$ cat src/rtl/psk_frame_pkg.sv
// Shared types and constants for the PSK frame builder.
// Latency: n/a (declarations only).
// Backpressure: n/a.
package psk_frame_pkg;

    typedef enum logic [2:0] {
        ST_FILL,
        ST_PREAMBLE,
        ST_SYNC_HI,
        ST_SYNC_LO,
        ST_LEN,
        ST_PAYLOAD,
        ST_CRC
    } frame_state_t;

    localparam logic [7:0]  CRC8_POLY             = 8'h07;
    localparam logic [15:0] DEFAULT_SYNC_WORD     = 16'hD391;
    localparam logic [7:0]  DEFAULT_PREAMBLE_BYTE = 8'h55;

endpackage

$ cat src/rtl/psk_crc8_byte.sv
// Next CRC-8 (poly 0x07, MSB-first, unreflected) after folding in one byte.
// Latency: purely combinational.
// Backpressure: none; the caller decides when to register the result.
module psk_crc8_byte
    import psk_frame_pkg::*;
(
    input  logic [7:0] crc_in,
    input  logic [7:0] byte_in,
    output logic [7:0] crc_out
);

    logic [7:0] r;

    // Eight unrolled shift/XOR steps over the byte merged into the running CRC
    always_comb begin
        r = crc_in ^ byte_in;
        for (int i = 0; i < 8; i++) begin
            r = r[7] ? ({r[6:0], 1'b0} ^ CRC8_POLY) : {r[6:0], 1'b0};
        end
        crc_out = r;
    end

endmodule

$ cat src/rtl/psk_frame_builder.sv
// Buffers one payload, then emits preamble, sync word, length, payload [, CRC-8 when PSK_FRAME_CRC_EN].
// Latency: first preamble byte valid the cycle after the closing payload byte is accepted; 1 byte/cycle.
// Backpressure: outputs held while psk_tready is low; input is only accepted while idle (no fill/send overlap).
module psk_frame_builder
    import psk_frame_pkg::*;
#(
    parameter int unsigned PREAMBLE_LEN  = 4,
    parameter logic [7:0]  PREAMBLE_BYTE = DEFAULT_PREAMBLE_BYTE,
    parameter logic [15:0] SYNC_WORD     = DEFAULT_SYNC_WORD,
    parameter int unsigned MAX_PAYLOAD   = 64
)(
    input  logic        clk_1d024M,
    input  logic        rst_n_1d024M,
    input  logic [7:0]  s_tdata,
    input  logic        s_tvalid,
    input  logic        s_tlast,
    output logic        s_tready,
    output logic [7:0]  psk_tdata,
    output logic        psk_tvalid,
    input  logic        psk_tready,
    output logic        psk_tuser,
    output logic        psk_tlast,
    output logic        frame_busy,
    output logic [15:0] frame_cnt
);

    localparam int unsigned AW        = (MAX_PAYLOAD > 1) ? $clog2(MAX_PAYLOAD) : 1;
    localparam logic [3:0]  PRE_LAST  = 4'(PREAMBLE_LEN - 1);
    localparam logic [7:0]  FILL_LAST = 8'(MAX_PAYLOAD - 1);

    frame_state_t state;
    logic [7:0]   payload_buf [0:MAX_PAYLOAD-1];
    logic [7:0]   wr_ptr;
    logic [7:0]   rd_ptr;
    logic [7:0]   len;
    logic [3:0]   pre_cnt;
    logic         in_hs;
    logic         out_hs;
    logic         fill_done;
    logic [7:0]   rd_dat;

    assign in_hs     = s_tvalid && s_tready;
    assign out_hs    = psk_tvalid && psk_tready;
    assign fill_done = s_tlast || (wr_ptr == FILL_LAST);
    // rd_ptr is the registered read address; it already points at the next payload beat
    assign rd_dat    = payload_buf[rd_ptr[AW-1:0]];

`ifdef PSK_FRAME_CRC_EN
    logic [7:0] crc;
    logic [7:0] crc_next;

    // psk_tdata holds the LEN or payload byte being handshaked, so it feeds the CRC directly
    psk_crc8_byte u_crc (
        .crc_in  (crc),
        .byte_in (psk_tdata),
        .crc_out (crc_next)
    );
`else
    logic next_is_last;

    // True when the beat about to be loaded (index rd_ptr) is the final payload byte
    assign next_is_last = (rd_ptr == len - 8'd1);
`endif

    // Payload buffer write port; contents need no reset since len gates every read
    always_ff @(posedge clk_1d024M) begin
        if (rst_n_1d024M && in_hs) begin
            payload_buf[wr_ptr[AW-1:0]] <= s_tdata;
        end
    end

    // Frame sequencer: fill, then walk the header, payload and optional CRC on output handshakes
    always_ff @(posedge clk_1d024M) begin
        if (!rst_n_1d024M) begin
            state      <= ST_FILL;
            s_tready   <= 1'b0;
            psk_tvalid <= 1'b0;
            psk_tdata  <= 8'h00;
            psk_tuser  <= 1'b0;
            psk_tlast  <= 1'b0;
            frame_busy <= 1'b0;
            frame_cnt  <= 16'h0000;
            wr_ptr     <= 8'h00;
            rd_ptr     <= 8'h00;
            len        <= 8'h00;
            pre_cnt    <= 4'h0;
`ifdef PSK_FRAME_CRC_EN
            crc        <= 8'h00;
`endif
        end else begin
            case (state)
                ST_FILL: begin
                    s_tready <= 1'b1;
`ifdef PSK_FRAME_CRC_EN
                    crc      <= 8'h00;
`endif
                    if (in_hs) begin
                        wr_ptr <= wr_ptr + 8'd1;
                        if (fill_done) begin
                            // Truncation and s_tlast both close the frame; leftovers start the next one
                            len        <= wr_ptr + 8'd1;
                            wr_ptr     <= 8'h00;
                            rd_ptr     <= 8'h00;
                            pre_cnt    <= 4'h0;
                            s_tready   <= 1'b0;
                            frame_busy <= 1'b1;
                            psk_tvalid <= 1'b1;
                            psk_tdata  <= PREAMBLE_BYTE;
                            psk_tuser  <= 1'b1;
                            state      <= ST_PREAMBLE;
                        end
                    end
                end
                ST_PREAMBLE: begin
                    if (out_hs) begin
                        psk_tuser <= 1'b0;
                        if (pre_cnt == PRE_LAST) begin
                            psk_tdata <= SYNC_WORD[15:8];
                            state     <= ST_SYNC_HI;
                        end else begin
                            pre_cnt <= pre_cnt + 4'd1;
                        end
                    end
                end
                ST_SYNC_HI: begin
                    if (out_hs) begin
                        psk_tdata <= SYNC_WORD[7:0];
                        state     <= ST_SYNC_LO;
                    end
                end
                ST_SYNC_LO: begin
                    if (out_hs) begin
                        psk_tdata <= len;
                        state     <= ST_LEN;
                    end
                end
                ST_LEN: begin
                    if (out_hs) begin
                        psk_tdata <= rd_dat;
                        rd_ptr    <= rd_ptr + 8'd1;
                        state     <= ST_PAYLOAD;
`ifdef PSK_FRAME_CRC_EN
                        crc       <= crc_next;
`else
                        psk_tlast <= next_is_last;
`endif
                    end
                end
                ST_PAYLOAD: begin
                    if (out_hs) begin
                        if (rd_ptr == len) begin
`ifdef PSK_FRAME_CRC_EN
                            psk_tdata <= crc_next;
                            psk_tlast <= 1'b1;
                            state     <= ST_CRC;
`else
                            psk_tvalid <= 1'b0;
                            psk_tdata  <= 8'h00;
                            psk_tlast  <= 1'b0;
                            frame_busy <= 1'b0;
                            s_tready   <= 1'b1;
                            rd_ptr     <= 8'h00;
                            frame_cnt  <= frame_cnt + 16'd1;
                            state      <= ST_FILL;
`endif
                        end else begin
                            psk_tdata <= rd_dat;
                            rd_ptr    <= rd_ptr + 8'd1;
`ifndef PSK_FRAME_CRC_EN
                            psk_tlast <= next_is_last;
`endif
                        end
`ifdef PSK_FRAME_CRC_EN
                        crc <= crc_next;
`endif
                    end
                end
`ifdef PSK_FRAME_CRC_EN
                ST_CRC: begin
                    if (out_hs) begin
                        psk_tvalid <= 1'b0;
                        psk_tdata  <= 8'h00;
                        psk_tlast  <= 1'b0;
                        frame_busy <= 1'b0;
                        s_tready   <= 1'b1;
                        rd_ptr     <= 8'h00;
                        crc        <= 8'h00;
                        frame_cnt  <= frame_cnt + 16'd1;
                        state      <= ST_FILL;
                    end
                end
`endif
                default: begin
                    state <= ST_FILL;
                end
            endcase
        end
    end

endmodule

$ cat config.mk
export PLATFORM = sky130hd
export DESIGN_NAME = psk_frame_builder
export DESIGN_NICKNAME = d
export VERILOG_FILES = /design/src/rtl/psk_frame_pkg.sv /design/src/rtl/psk_crc8_byte.sv /design/src/rtl/psk_frame_builder.sv
export SDC_FILE = /design/constraint.sdc
export NUM_CORES = 1
export LEC_CHECK = 0
export BUFFER_PORTS_ARGS = -buffer_cell sky130_fd_sc_hd__buf_4
export CAP_MARGIN = 15
export CORE_MARGIN = 8
export CORE_UTILIZATION = 45
export CTS_CLUSTER_SIZE = 24
export DETAILED_ROUTE_END_ITERATION = 8
export PLACE_DENSITY = 0.67
export SYNTH_ARGS = -nofsm -noshare
export SYNTH_HDL_FRONTEND = slang
export SYNTH_SLANG_ARGS = --single-unit
$ cat constraint.sdc
create_clock -name clk_1d024M -period 4.2 [get_ports clk_1d024M]
set_input_delay 1.26 -clock clk_1d024M [delete_from_list [all_inputs] [get_ports clk_1d024M]]
set_output_delay 1.26 -clock clk_1d024M [all_outputs]
set_load 0.02 [all_outputs]
Yosys cells after proc, flatten, opt, wreduce, memory -nomap -nowiden
Memories as Yosys holds them, arrays and structs flattened. A register that Yosys moved wholly into a read port is not among the register bits.
Cells that the tools add are included.
Widths: inputs -> output; s select.
{"block": "classes", "addsub": 5, "eq_ne": 19, "n_mux": 52, "reduce_logical": 21}
{"cell": "$mux 8", "count": 15}
{"cell": "$pmux 8 s6", "count": 1}
{"cell": "$mux 3", "count": 9}
{"cell": "$pmux 8 s3", "count": 1}
{"cell": "$ne 2x2->1 const B", "count": 10}
{"cell": "$pmux 3 s6", "count": 1}
{"cell": "$reduce_and 9->1", "count": 2}
{"cell": "$add 16x1->16 const B", "count": 1}
{"cell": "$add 8x1->8 const B", "count": 2}
{"cell": "$eq 8x8->1", "count": 2}
{"cell": "$mux 4", "count": 4}
{"cell": "$reduce_and 5->1", "count": 3}
{"cell": "$mux 1", "count": 14}
{"cell": "$mux 6", "count": 2}
{"cell": "$reduce_and 3->1", "count": 4}
{"cell": "$eq 8x6->1 const B", "count": 1}
{"cell": "$pmux 1 s2", "count": 4}
{"cell": "$pmux 4 s2", "count": 1}
{"cell": "$sub 8x1->8 const B", "count": 1}
{"cell": "$eq 3x2->1 const B", "count": 2}
{"cell": "$eq 3x3->1 const B", "count": 2}
{"cell": "$reduce_bool 2->1", "count": 3}
{"cell": "$reduce_bool 6->1", "count": 1}
{"cell": "$add 4x1->4 const B", "count": 1}
{"cell": "other kinds (8)", "count": 10}
{"block": "word_totals", "regBits": 59, "mem_bits_rw": 512, "in_bits": 13, "out_inout_bits": 29, "wordCells": 109, "memories": 1}
{"name": "payload_buf", "depth": 64, "word_bits": 8, "read_ports": 1, "rd_clocked_by_memory_dff": 1, "wr": 1, "line": "psk_frame_builder.sv:32", "source": "logic [7:0] payload_buf [0:MAX_PAYLOAD-1];"}

Depth between registers and ports, before layout
{"block": "depth", "ltp_word": 7, "ltp_mapped": 11, "mapped_depth_nobuf": 7}

Worst setup path after synthesis
Ideal clock, no wire load.
{"block": "synth_timing", "path_kind": "in2reg", "startpoint": "in rst_n_1d024M", "endpoint": "mem payload_buf[30][0] (enable)", "setup_time_ns": 0.370, "arrival_ns": 2.467, "required_time_ns": 3.830, "slack_ns": 1.363, "path_stages": 5, "n_path_buf": 1, "path_cell_list": "inv_1 clkbuf_1 nor3_1 nand3_1 nor2_1"}
{"block": "synth_via", "elab_chain_cells": 3}
{"element": "start: declaration", "line": "psk_frame_builder.sv:13", "source": "input logic rst_n_1d024M,"}
{"element": "$logic_and 1x1->1", "line": "psk_frame_builder.sv:67", "source": "if (rst_n_1d024M && in_hs) begin"}
{"element": "$mux 1", "line": "psk_frame_builder.sv:67"}
{"element": "$mux 1 (not written as such)", "line": "psk_frame_builder.sv:68", "source": "payload_buf[wr_ptr[AW-1:0]] <= s_tdata;"}
{"element": "end: declaration", "line": "psk_frame_builder.sv:32"}
No other way between the ends.

Worst setup path after layout
{"block": "layout_timing", "startpoint": "in rst_n_1d024M", "endpoint": "mem payload_buf[54][6] (enable)"}
The elaborated chain is that of the path after synthesis.

==> impl_metrics.py <==
metrics = {
    "status": {
        "status": "finished, final reports clean",
    },
    "finish": {
        "flow.area_growth_from_synthesis_pct": 13.08,
        "antenna_cells_inserted": 0,
        "fin_nets": 1453,
        "post-route-util_pct": 51.51,
        "final_area_um2": 26420,
        "post_layout_nonfiller_instances": 2164,
        "layout-drive-gt1-share_pct": 19.88,
    },
    "grt": {
        "globalRouteOverflowTotal": 0,
        "grt_antenna_before_repair": 1,
        "grt_pass1_wl_um": 82980,
        "track_usage_pct": 18.46,
        "grt_start_max_net_pins": 65,
        "via_count_of_the_first_global_routing_pass": 12700,
    },
    "setup_path": {
        "critical_path.slowest_cell": "sky130_fd_sc_hd__nor2_1",
        "worstPathCellList": "buf_4 > inv_1 > nor3_1 > nand3_1 > nor2_1",
        "critPathLaunchType": "primary input",
        "timing.critical_path.to_type": "flop",
        "cpPeakStageDelay_ns": 0.79,
        "cp_data_required_time_ns": 4.46,
        "critical_path_peak_fanout": 33,
        "critPathKind": "in -> reg",
        "worst_ep_arrival_time_ns": 3.76,
    },
    "die": {
        "design.die.area_um2": 59480,
        "floorplan.initialDensity_pct": 45.55,
        "die_h_um": 243.9,
        "chipWidth_um": 243.9,
        "io-pin-count": 42,
        "rows": 83,
        "core_um2": 51300,
    },
    "clock_network": {
        "clock_path_buffers": 3,
        "clkSlewWorstSetupHoldPaths_ns": 0.06,
        "clock_sinks": 577,
        "postCtsHoldBufs": 0,
        "cts-root-buf": "sky130_fd_sc_hd__clkbuf_16",
        "cts_tree": "yes",
        "tritoncts.num_buffers": 58,
        "cts_htree_levels": 2,
        "clock_latency_ns": 0.63,
        "cts_resized": 0,
        "cts_post_setup_buffers_inserted": 0,
    },
    "timing": {
        "min_tclk_post_route_ns": 3.506,
        "final.period_utilization_pct": 83.48,
        "worst_pin_slew_ns": 1.097,
        "fin_setup_tns_ns": 0,
        "grt_setup_unrepaired": "false",
        "fmax_mhz": 285.2,
        "finalClockSkew_ns": 0.03425,
        "timing.final.hold_violations": 0,
        "relSlewSlack_pct": 26.58,
        "drv_slew": 0,
        "finalSetupViolations": 0,
    },
    "hold_path": {
        "hold_path.class": "reg -> reg",
    },
    "pwr": {
        "internal_power_w": 0.009473,
        "net-switching-power_w": 0.002572,
        "design_power_total_w": 0.01205,
        "worst_ir_drop_vdd_uv": 431.9,
        "seqPwrFrac_pct": 52.4,
        "total_leakage_power_nw": 8.322,
        "cellPowerDensity_nw_per_um2": 455.8,
        "p_clk_share_pct": 42.7,
        "comb_power_share_pct": 4.8,
        "p_sw_share_pct": 21.35,
    },
    "yosys": {
        "synth-xor-area-share_pct": 1.349,
        "async_reset_ff_share_pct": 0,
        "synth.yosys.warnings": 0,
        "synth_top_cells_by_area": "sky130_fd_sc_hd__edfxtp_1 66%, sky130_fd_sc_hd__mux4_2 9.6%, sky130_fd_sc_hd__dfxtp_1 5.6%, sky130_fd_sc_hd__mux2i_1 3.3%, sky130_fd_sc_hd__nor2_1 2.0%",
        "postSynth.topFlopCell": "sky130_fd_sc_hd__edfxtp_1",
        "netlist-cell-type-count": 70,
        "synth_top_cell_by_area": "sky130_fd_sc_hd__edfxtp_1",
        "synth_top_area_share_pct": 65.80,
        "area_share_of_fa_ha_maj_cells_after_synthesis_pct": 0.2677,
        "postSynthNetCount": 1379,
        "synth.cell_area_um2": 23370,
        "synth.area.mux_share_pct": 13.70,
        "ys_seq_area_share_pct": 71.36,
        "synth_top_family_by_area": "multiplexers",
        "post_synth_inst_count": 1361,
        "synth-compound-area-share_pct": 4.567,
        "ys_ff_latch": 577,
        "synth_simple_gate_area_share_pct": 6.677,
        "synth_edf_count": 512,
        "syn_area_per_cell_um2": 17.17,
    },
    "place": {
        "sum_of_net_half_perimeters_after_detailed_placement_um": 35070,
        "place.gp.congestion": 0.8956,
        "placedCellCount": 2055,
        "placement.io_buffers": 41,
        "placed_area_um2": 24500,
    },
    "route": {
        "met2_wirelength_um": 25790,
        "met1_length_um": 23170,
        "routed-via-count": 12920,
        "drt.antenna.violating_nets": 0,
        "routed-wl-met3_um": 4821,
        "drt_iter0_markers": 1433,
        "drc_errors": 0,
        "firstDrtPassIters": 6,
        "routed_wl_um": 55550,
        "maxUsedRoutingLayer": "met5",
        "average_detailed_routed_wire_length_per_instance_um": 25.67,
        "viasPerCell": 5.969,
    },
    "flow_run": {
        "drv.max_cap_violation_count": 0,
    },
}
flip-flops by register name, indices dropped and copies added (netlist names), named ones only:
register,count
state,3
s_tready,1
payload_buf,512
psk_tuser,1
rd_ptr,8
psk_tdata,8
wr_ptr,8
pre_cnt,4
frame_cnt,16
len,8
psk_tlast,1
frame_busy,1
power by group through the flow:
stage / clock network [W] / logic (W) / registers [W]
after floorplan: 0 / 0.000402 / 0.00641
after global placement: 0 / 0.000577 / 0.00644
after detailed placement: 0 / 0.000585 / 0.00644
after CTS: 0.00523 / 0.000588 / 0.00631
after global routing: 0.00547 / 0.000634 / 0.00632
final: 0.00515 / 0.000582 / 0.00632
cells in the final DEF (no fill, tap or decap), types with 12 or more instances in the layout:
master	instances
sky130_fd_sc_hd__nor2_1	126
sky130_fd_sc_hd__and3_1	15
sky130_fd_sc_hd__a22oi_1	41
sky130_fd_sc_hd__clkbuf_16	58
sky130_fd_sc_hd__o21ai_0	23
sky130_fd_sc_hd__xor2_1	21
sky130_fd_sc_hd__dfxtp_1	62
sky130_fd_sc_hd__clkinv_1	13
sky130_fd_sc_hd__buf_4	85
sky130_fd_sc_hd__edfxtp_1	512
sky130_fd_sc_hd__nand3_1	38
sky130_fd_sc_hd__nand2_1	55
sky130_fd_sc_hd__nor3_1	12
sky130_fd_sc_hd__xnor2_1	15
sky130_fd_sc_hd__mux4_2	100
sky130_fd_sc_hd__a21oi_1	29
sky130_fd_sc_hd__mux2i_1	78
sky130_fd_sc_hd__nand2b_1	13
sky130_fd_sc_hd__nor2b_1	13
cell usage after synthesis (all sizes together) (3+ instances only):
cell / instances
a211oi: 10
a21oi: 29
a221oi: 3
a22oi: 41
a31oi: 9
a32oi: 4
and2: 7
and3: 15
buf: 43
clkbuf: 33
dfxtp: 65
edfxtp: 512
ha: 5
inv: 6
mux2i: 78
mux4: 106
nand2: 55
nand2b: 13
nand3: 39
nand3b: 5
nand4: 10
nor2: 126
nor2b: 13
nor3: 14
nor3b: 3
nor4: 5
o211ai: 7
o21a: 3
o21ai: 28
o22ai: 4
or3: 6
xnor2: 15
xor2: 21
layout make-up:
type,count,area (um2)
clock buffer,66,1481
sequential,577,16680
clock inverter,43,439.2
multi-input combinational,702,6207
tap,680,850.8
timing repair buffer,90,738.2
inverter,6,22.52
fill,4170,24880
through the flow:
| step | hold slack [ns] | setup slack (ns) |
|---|---|---|
| floorplan | 0.4690 | 1.363 |
| global placement | 0.4540 | 0.1864 |
| detailed placement | 0.4746 | 0.1813 |
| CTS | 0.4827 | 0.8553 |
| global route | 0.5045 | 0.6692 |
| finish | 0.4798 | 0.6936 |
cells by family after synthesis:
| family | count (synthesis) |
|---|---|
| adder cells (fa/ha/maj) | 5 |
| AO/OA/AOI/OAI | 156 |
| XOR/XNOR | 36 |
| flip-flops | 577 |
| buffers and inverters | 82 |
| multiplexers | 185 |
| AND/OR/NAND/NOR | 320 |
metal layers:
| metal | track usage, % | vias to the layer above |
|---|---|---|
| met2 | 28.33 | 635 |
| met3 | 3.556 | 102 |
| met4 | 6.642 | 2 |
| met1 | 26.15 | 6615 |
| li1 | - | 5562 |
| met5 | 0 | - |
worst max-delay path: cells and delay by family:
kind                   cells  cell delay (ns)
buffers and inverters      2             0.39
AND/OR/NAND/NOR            3             2.09
worst paths after layout:
kind / depth (start not counted) / endpoint / from / slack (ns)
setup / recovery: 5 / payload_buf[54][6]$_DFFE_PP_ / rst_n_1d024M / 0.69
setup reg to reg: 7 / psk_tdata[1]$_SDFFE_PN0P_ / flop / 1.11
hold reg to reg: 2 / psk_tuser$_SDFFE_PN0P_ / psk_tuser$_SDFFE_PN0P_ / 0.48
hold / removal: 2 / psk_tuser$_SDFFE_PN0P_ / psk_tuser$_SDFFE_PN0P_ / 0.48
No activity file was read; power rests on OpenSTA's default activity.
